## src/rtl/axil_cfg_bridge.sv

```systemverilog
// AXI4-Lite slave to single-outstanding internal config bus bridge.
// Optional cfg_ack watchdog is enabled by defining AXIL_CFG_TIMEOUT_EN.
module axil_cfg_bridge #(
  parameter int unsigned AXI_AWIDTH     = 12,
  parameter int unsigned AXI_DWIDTH     = 32,
  parameter int unsigned TIMEOUT_CYCLES = 255
) (
  input  logic                      clk,
  input  logic                      rst_n,
  input  logic [AXI_AWIDTH-1:0]     AWADDR,
  input  logic                      AWVALID,
  input  logic [2:0]                AWPROT,
  output logic                      AWREADY,
  input  logic [AXI_DWIDTH-1:0]     WDATA,
  input  logic                      WVALID,
  input  logic [AXI_DWIDTH/8-1:0]   WSTRB,
  output logic                      WREADY,
  output logic [1:0]                BRESP,
  output logic                      BVALID,
  input  logic                      BREADY,
  input  logic [AXI_AWIDTH-1:0]     ARADDR,
  input  logic                      ARVALID,
  input  logic [2:0]                ARPROT,
  output logic                      ARREADY,
  output logic [AXI_DWIDTH-1:0]     RDATA,
  output logic [1:0]                RRESP,
  output logic                      RVALID,
  input  logic                      RREADY,
  output logic                      cfg_req,
  output logic                      cfg_wr,
  output logic [AXI_AWIDTH-3:0]     cfg_addr,
  output logic [AXI_DWIDTH-1:0]     cfg_wdata,
  output logic [AXI_DWIDTH/8-1:0]   cfg_wstrb,
  input  logic                      cfg_ack,
  input  logic [AXI_DWIDTH-1:0]     cfg_rdata,
  input  logic                      cfg_err
);

  localparam int unsigned SW = AXI_DWIDTH / 8;
  localparam int unsigned CW = AXI_AWIDTH - 2;
  localparam logic [1:0] RespOkay   = 2'b00;
  localparam logic [1:0] RespSlvErr = 2'b10;

  typedef enum logic [2:0] {StIdle, StCfgWr, StWrResp, StCfgRd, StRdResp} state_e;

  state_e          state_q, state_d;
  logic            active_q;
  logic            aw_cap_q, aw_cap_d;
  logic            w_cap_q, w_cap_d;
  logic            grant_wr_q, grant_wr_d;
  logic [CW-1:0]   addr_q, addr_d;
  logic [AXI_DWIDTH-1:0] wdata_q, wdata_d;
  logic [SW-1:0]   wstrb_q, wstrb_d;
  logic [1:0]      resp_q, resp_d;
  logic [AXI_DWIDTH-1:0] rdata_q, rdata_d;

  logic idle, rd_grant, aw_hs, w_hs, in_cfg_wr, in_cfg_rd, timeout;
  logic unused_inputs;

  assign unused_inputs = ^{AWPROT, ARPROT, AWADDR[1:0], ARADDR[1:0]};

  // active_q keeps every READY low while reset is asserted and for the release edge.
  assign idle      = active_q && (state_q == StIdle);
  assign in_cfg_wr = (state_q == StCfgWr);
  assign in_cfg_rd = (state_q == StCfgRd);
  // A partially captured write commits the bridge; otherwise round-robin on last_grant.
  assign rd_grant  = idle && !aw_cap_q && !w_cap_q && ARVALID &&
                     !((AWVALID || WVALID) && !grant_wr_q);
  assign aw_hs     = AWVALID && AWREADY;
  assign w_hs      = WVALID && WREADY;

`ifdef AXIL_CFG_TIMEOUT_EN
  localparam int unsigned CntW = ($clog2(TIMEOUT_CYCLES + 1) > 8) ?
                                 $clog2(TIMEOUT_CYCLES + 1) : 8;
  logic [CntW-1:0] to_cnt_q;

  always_ff @(posedge clk or negedge rst_n) begin
    if (!rst_n) begin
      to_cnt_q <= '0;
    end else if (!cfg_req) begin
      to_cnt_q <= '0;
    end else begin
      to_cnt_q <= to_cnt_q + 1'b1;
    end
  end

  assign timeout = cfg_req && (to_cnt_q == CntW'(TIMEOUT_CYCLES - 1));
`else
  assign timeout = 1'b0 & (TIMEOUT_CYCLES == 0);
`endif

  always_ff @(posedge clk or negedge rst_n) begin
    if (!rst_n) begin
      state_q    <= StIdle;
      active_q   <= 1'b0;
      aw_cap_q   <= 1'b0;
      w_cap_q    <= 1'b0;
      grant_wr_q <= 1'b0;
      addr_q     <= '0;
      wdata_q    <= '0;
      wstrb_q    <= '0;
      resp_q     <= RespOkay;
      rdata_q    <= '0;
    end else begin
      state_q    <= state_d;
      active_q   <= 1'b1;
      aw_cap_q   <= aw_cap_d;
      w_cap_q    <= w_cap_d;
      grant_wr_q <= grant_wr_d;
      addr_q     <= addr_d;
      wdata_q    <= wdata_d;
      wstrb_q    <= wstrb_d;
      resp_q     <= resp_d;
      rdata_q    <= rdata_d;
    end
  end

  always_comb begin
    state_d    = state_q;
    aw_cap_d   = aw_cap_q;
    w_cap_d    = w_cap_q;
    grant_wr_d = grant_wr_q;
    addr_d     = addr_q;
    wdata_d    = wdata_q;
    wstrb_d    = wstrb_q;
    resp_d     = resp_q;
    rdata_d    = rdata_q;
    unique case (state_q)
      StIdle: begin
        if (aw_hs) begin
          aw_cap_d = 1'b1;
          addr_d   = AWADDR[AXI_AWIDTH-1:2];
        end
        if (w_hs) begin
          w_cap_d = 1'b1;
          wdata_d = WDATA;
          wstrb_d = WSTRB;
        end
        if ((aw_cap_q || aw_hs) && (w_cap_q || w_hs)) begin
          state_d = StCfgWr;
        end else if (rd_grant) begin
          addr_d  = ARADDR[AXI_AWIDTH-1:2];
          wdata_d = '0;
          wstrb_d = '0;
          state_d = StCfgRd;
        end
      end
      StCfgWr: begin
        if (cfg_ack) begin
          resp_d  = cfg_err ? RespSlvErr : RespOkay;
          state_d = StWrResp;
        end else if (timeout) begin
          resp_d  = RespSlvErr;
          state_d = StWrResp;
        end
      end
      StWrResp: begin
        if (BREADY) begin
          aw_cap_d   = 1'b0;
          w_cap_d    = 1'b0;
          grant_wr_d = 1'b1;
          state_d    = StIdle;
        end
      end
      StCfgRd: begin
        if (cfg_ack) begin
          resp_d  = cfg_err ? RespSlvErr : RespOkay;
          rdata_d = cfg_rdata;
          state_d = StRdResp;
        end else if (timeout) begin
          resp_d  = RespSlvErr;
          rdata_d = '0;
          state_d = StRdResp;
        end
      end
      StRdResp: begin
        if (RREADY) begin
          grant_wr_d = 1'b0;
          state_d    = StIdle;
        end
      end
      default: state_d = StIdle;
    endcase
  end

  always_comb begin
    AWREADY   = idle && !aw_cap_q && !rd_grant;
    WREADY    = idle && !w_cap_q && !rd_grant;
    ARREADY   = rd_grant;
    cfg_req   = in_cfg_wr || in_cfg_rd;
    cfg_wr    = in_cfg_wr;
    cfg_addr  = cfg_req ? addr_q : '0;
    cfg_wdata = in_cfg_wr ? wdata_q : '0;
    cfg_wstrb = in_cfg_wr ? wstrb_q : '0;
    BVALID    = (state_q == StWrResp);
    BRESP     = BVALID ? resp_q : RespOkay;
    RVALID    = (state_q == StRdResp);
    RRESP     = RVALID ? resp_q : RespOkay;
    RDATA     = RVALID ? rdata_q : '0;
  end

endmodule
```

## config.mk

```make
export PLATFORM = sky130hd
export DESIGN_NAME = axil_cfg_bridge
export DESIGN_NICKNAME = d
export VERILOG_FILES = /design/src/rtl/axil_cfg_bridge.sv
export SDC_FILE = /design/constraint.sdc
export NUM_CORES = 1
export LEC_CHECK = 0
export CORE_ASPECT_RATIO = 1.75
export CORE_MARGIN = 2
export CORE_UTILIZATION = 35
export CTS_BUF_LIST = sky130_fd_sc_hd__clkbuf_4 sky130_fd_sc_hd__clkbuf_8 sky130_fd_sc_hd__clkbuf_16
export DETAILED_ROUTE_END_ITERATION = 7
export PLACE_DENSITY = 0.69
export SYNTH_ARGS = -nofsm -noshare
export SYNTH_HDL_FRONTEND = slang
export SYNTH_SLANG_ARGS = --single-unit
```

## constraint.sdc

```tcl
create_clock -name clk -period 2.78 [get_ports clk]
set_input_delay 0.278 -clock clk [delete_from_list [all_inputs] [get_ports clk]]
set_output_delay 0.278 -clock clk [all_outputs]
set_load 0.02 [all_outputs]
```

======== Yosys cells after proc, flatten, opt, wreduce, memory -nomap -nowiden ========
Cells that the tools add are included.
word-level totals
  register bits after elaboration ......... 87
  bits of input ports ..................... 107
  output and inout port bits .............. 89
  logic and storage cells ................. 83
cells by class
  eq/ne operators ......................... 11
  mux-type cells .......................... 31
  reduce and logical (&&, ||, !) cells .... 31
operator list
  cell                                                                      count
  32-bit two-way mux                                                        5
  10-bit two-way mux                                                        4
  3-bit two-way mux                                                         6
  4-bit two-way mux                                                         4
  3-bit one-hot mux with 5 select lines                                     1
  1-bit logical AND                                                         12
  3-bit AND reduction                                                       3
  2-bit inequality test (second input constant)                             4
  3-bit by 2-bit equality test with 1-bit output (second input constant)    2
  2-bit two-way mux                                                         3
  1-bit one-hot mux with 2 select lines                                     3
  1-bit zero test                                                           5
  1-bit two-way mux                                                         5
  5-bit AND reduction                                                       1
  1-bit logical OR                                                          4
  2-bit by 1-bit inequality test with 1-bit output (second input constant)  2
  2-bit AND reduction                                                       2
  2-bit nonzero test                                                        2
  3-bit by 1-bit equality test with 1-bit output (second input constant)    1
  3-bit equality test (second input constant)                               1
  3-bit zero test                                                           1
  3-bit by 2-bit inequality test with 1-bit output (second input constant)  1
  2-bit OR reduction                                                        1

======== Logic depth before layout (Yosys ltp) ========
  word-level depth ........................ 13
  mapped depth ............................ 6
  gate-level depth less buffers ........... 4

======== Least setup slack after synthesis ========
No wires, ideal clock.
  kind .................................... reg-to-output
  from .................................... register state_q[0]
  to ...................................... output RDATA[22]
  arrival ................................. 1.667 ns
  data required time ...................... 2.502 ns
  path slack .............................. 0.835 ns
  cell stages (with the launch flop) ...... 5
  buffers on the path ..................... 2
  cell sequence ........................... dfrtp_1 buf_4 nor3b_1 clkbuf_1 and2_1
between the ends
  word-level cells in the longest chain between the ends .. 2
RTL lines
  item                      line  RTL
  start: declaration        46    state_e state_q, state_d;
  start signal: assignment  94    state_q <= StIdle;
  start signal: assignment  105   state_q <= state_d;
  3-bit equality test       197   RVALID = (state_q == StRdResp);
  net RVALID                27    output logic RVALID,
  32-bit two-way mux        199   RDATA = RVALID ? rdata_q : '0;
  end: declaration          25    output logic [AXI_DWIDTH-1:0] RDATA,
The timed path passes the listed nets, and every way through them passes these cells.

======== Worst setup path after layout ========
  from .................................... register state_q[0]
  to ...................................... output ARREADY
between the ends
  word-level cells in the longest chain between the ends .. 6
RTL lines
  item                             line  RTL
  3-bit zero test                  63    assign idle = active_q && (state_q == StIdle);
  1-bit logical AND                63
  1-bit logical AND (4 in series)  67    assign rd_grant = idle && !aw_cap_q && !w_cap_q && ARVALID &&
  end: declaration                 24    output logic ARREADY,
Every way passes these cells.

==> results.txt <==
Pins Over Slew Limit = 0
largest net degree at the start of global routing = 87
skew final = 9.54 ps
Crit path required time = 2500 ps
die area = 12300 um^2
post-synthesis sequential area ratio = 53.9%
I/O Buffers = 183
Total Power = 5.94 mW
Final Hold Fails = 0
FILL cells = 977
Rel. slew slack = 26.7%
root buffer cell = clkbuf_16
Routed WL = 11400 um
worst-path fanout max = 9
Die X-Extent = 84.7 um
die height = 145 um
yosys warns = 0
CTS Buffer Depth = 2
Final Net Count = 619
achievable frequency = 379 MHz
met3 routed WL = 554 um
worst hold-check path type = in2async
# setup viols final = 0
later-pin clock latency in the skew report = 340 ps
core area = 11100 um^2
Clk pwr share = 23.4%
Top Layer Used = met4
Worst VDD drop = 537 uV
Cells after Synth = 335
TritonCTS clock tree = built
post-synth cell types = 39
wire per inst = 17.5 um
M1 WL = 4060 um
I/O pin count = 196
internal power = 4.02 mW
PnR worst setup slack = 139 ps
routed vias/inst = 5.10
Residual DRC = 0
CP endpoint kind = output port
Max-cap violations = 0
routability cong. = 0.846
Worst-Margin Slew = 1100 ps
CTS H-tree lvls = 3
Post-CTS Resized = 0
fin crit share = 95.0%
antenna violations before repair = 0
initial cell density of the core = 35.9%
grt ovf = 0
Pleak = 2.66 nW
setup TNS = 0 ps
Synth Area per Inst = 11.9 um^2
vias in the first global route = 3533
routed via count = 3310
Post-CTS Setup Inserts = 0
switching share of power = 32.4%
worst path arrival time = 2360 ps
Period minus WS final = 2640 ps
number of cell rows = 51
Psw = 1.93 mW
Pwr Density = 947 nW/um^2
cts bufs inserted = 9
# hold bufs at CTS = 0
outcome = completed
synthesized cell area = 3990 um^2
Gate power share = 40.5%
first-pass GRT wire length = 18300 um
EDFF count, synth = 0
Antenna diodes = 0
fin area = 6270 um^2
DP Wirelength = 8010 um
leading cell type in the layout, fill and taps excluded = clkdlybuf4s50_1
worst-case hold slack = 129 ps
number of synthesized register bits = 86
1st-iter DRT viols = 109
most frequent cells in the layout = clkdlybuf4s50_1 (182), dfrtp_1 (86), and2_1 (80), a22o_1 (36), mux2_2 (33)
dpl cell area = 5930 um^2
Clock Sinks = 86
WS Path Type = reg2out
clk slew on worst S/H paths = 60 ps
RSZ-0062 raised after global routing = false
CP Launch Type = flip-flop
fraction of registers with async set/reset = 100%
Synth Flop Type = dfrtp_1
layout cells sized above 1 = 12.6%
antenna-violating nets left = 0
DR pass1 iterations = 4
Setup Slack @ Placement = 256 ps
Reg power frac = 36.1%
area delta synth->final = 57.3%
all-layer global routing usage = 18.9%
met2 WL = 6330 um
-- flip-flops by register name, indices dropped and copies added (netlist names) --
signal,count
rdata_q,32
wdata_q,32
addr_q,10
wstrb_q,4
state_q,3
active_q,1
aw_cap_q,1
grant_wr_q,1
resp_q,1
w_cap_q,1
-- Yosys cell counts, types with 4 or more instances --
cell | n | area, um^2
and2_1 | 80 | 500
clkbuf_1 | 10 | 37.5
buf_2 | 9 | 45.0
o22a_1 | 10 | 87.6
inv_1 | 4 | 15.0
nor3b_1 | 4 | 30.0
buf_4 | 4 | 30.0
a21oi_1 | 5 | 25.0
o21a_1 | 10 | 75.1
a22o_1 | 36 | 315
mux2_2 | 33 | 372
dfrtp_1 | 86 | 2150
nor2_1 | 5 | 18.8
nor3_1 | 4 | 20.0
nand2_1 | 5 | 18.8
-- cell type report --
cell class,count,area (um^2),share of cell area [%]
Inverter,4,15.0,0.239
Timing Repair Buffer,190,1890,30.2
Tap cell,132,165,2.63
Sequential cell,86,2150,34.3
Clock buffer,9,225,3.59
Multi-Input combinational cell,221,1700,27.1
Clock inverter,7,120,1.91
-- per-layer routing --
metal  up-vias  global-route usage, %
met2       112                   33.9
met3        29                   4.72
met4         0                   8.57
li1       1524                      -
met1      1645                   20.3
met5         -                      0
-- cells by family after synthesis --
logic type / synth area share [%]
flip-flops: 53.9
multiplexers: 9.31
other: 0.188
AND/OR/NAND/NOR: 18.6
AO/OA/AOI/OAI: 14.2
buffers and inverters: 3.76
-- final timing paths --
| kind | slack, ps | cells past startpoint | end | start |
|---|---|---|---|---|
| worst max-delay path | 140 | 4 | ARREADY | state_q[0] |
| worst min-delay path | 130 | 1 | rdata_q[31] | rst_n |
| worst max register to register | 740 | 4 | addr_q[9] | state_q[0] |
| worst min register to register | 480 | 1 | addr_q[0] | addr_q[0] |
| max in group asynchronous | 1930 | 1 | resp_q[1] | rst_n |
| min in group clk | 480 | 1 | addr_q[0] | addr_q[0] |
-- stage by stage --
step	cells	util (%)
after floorplan	336	-
after global placement	633	53.4
after detailed placement	633	53.4
after CTS	649	56.5
after global routing	649	56.5
final	649	56.5
-- power by group through the flow --
| stage | registers, mW | clock network [mW] | logic, mW |
|---|---|---|---|
| after floorplan | 2.03 | 0 | 1.52 |
| after global placement | 2.12 | 0 | 2.38 |
| after detailed placement | 2.16 | 0 | 2.43 |
| after CTS | 2.14 | 1.44 | 2.44 |
| after global routing | 2.23 | 1.48 | 2.60 |
| final | 2.14 | 1.39 | 2.41 |
-- worst max-delay path: stages (launching register included) --
cell	delay, ps
dfrtp_1	480
nor4b_4	430
or3b_4	430
inv_1	60
clkdlybuf4s50_1	620
(Power assumes the default switching activity.)
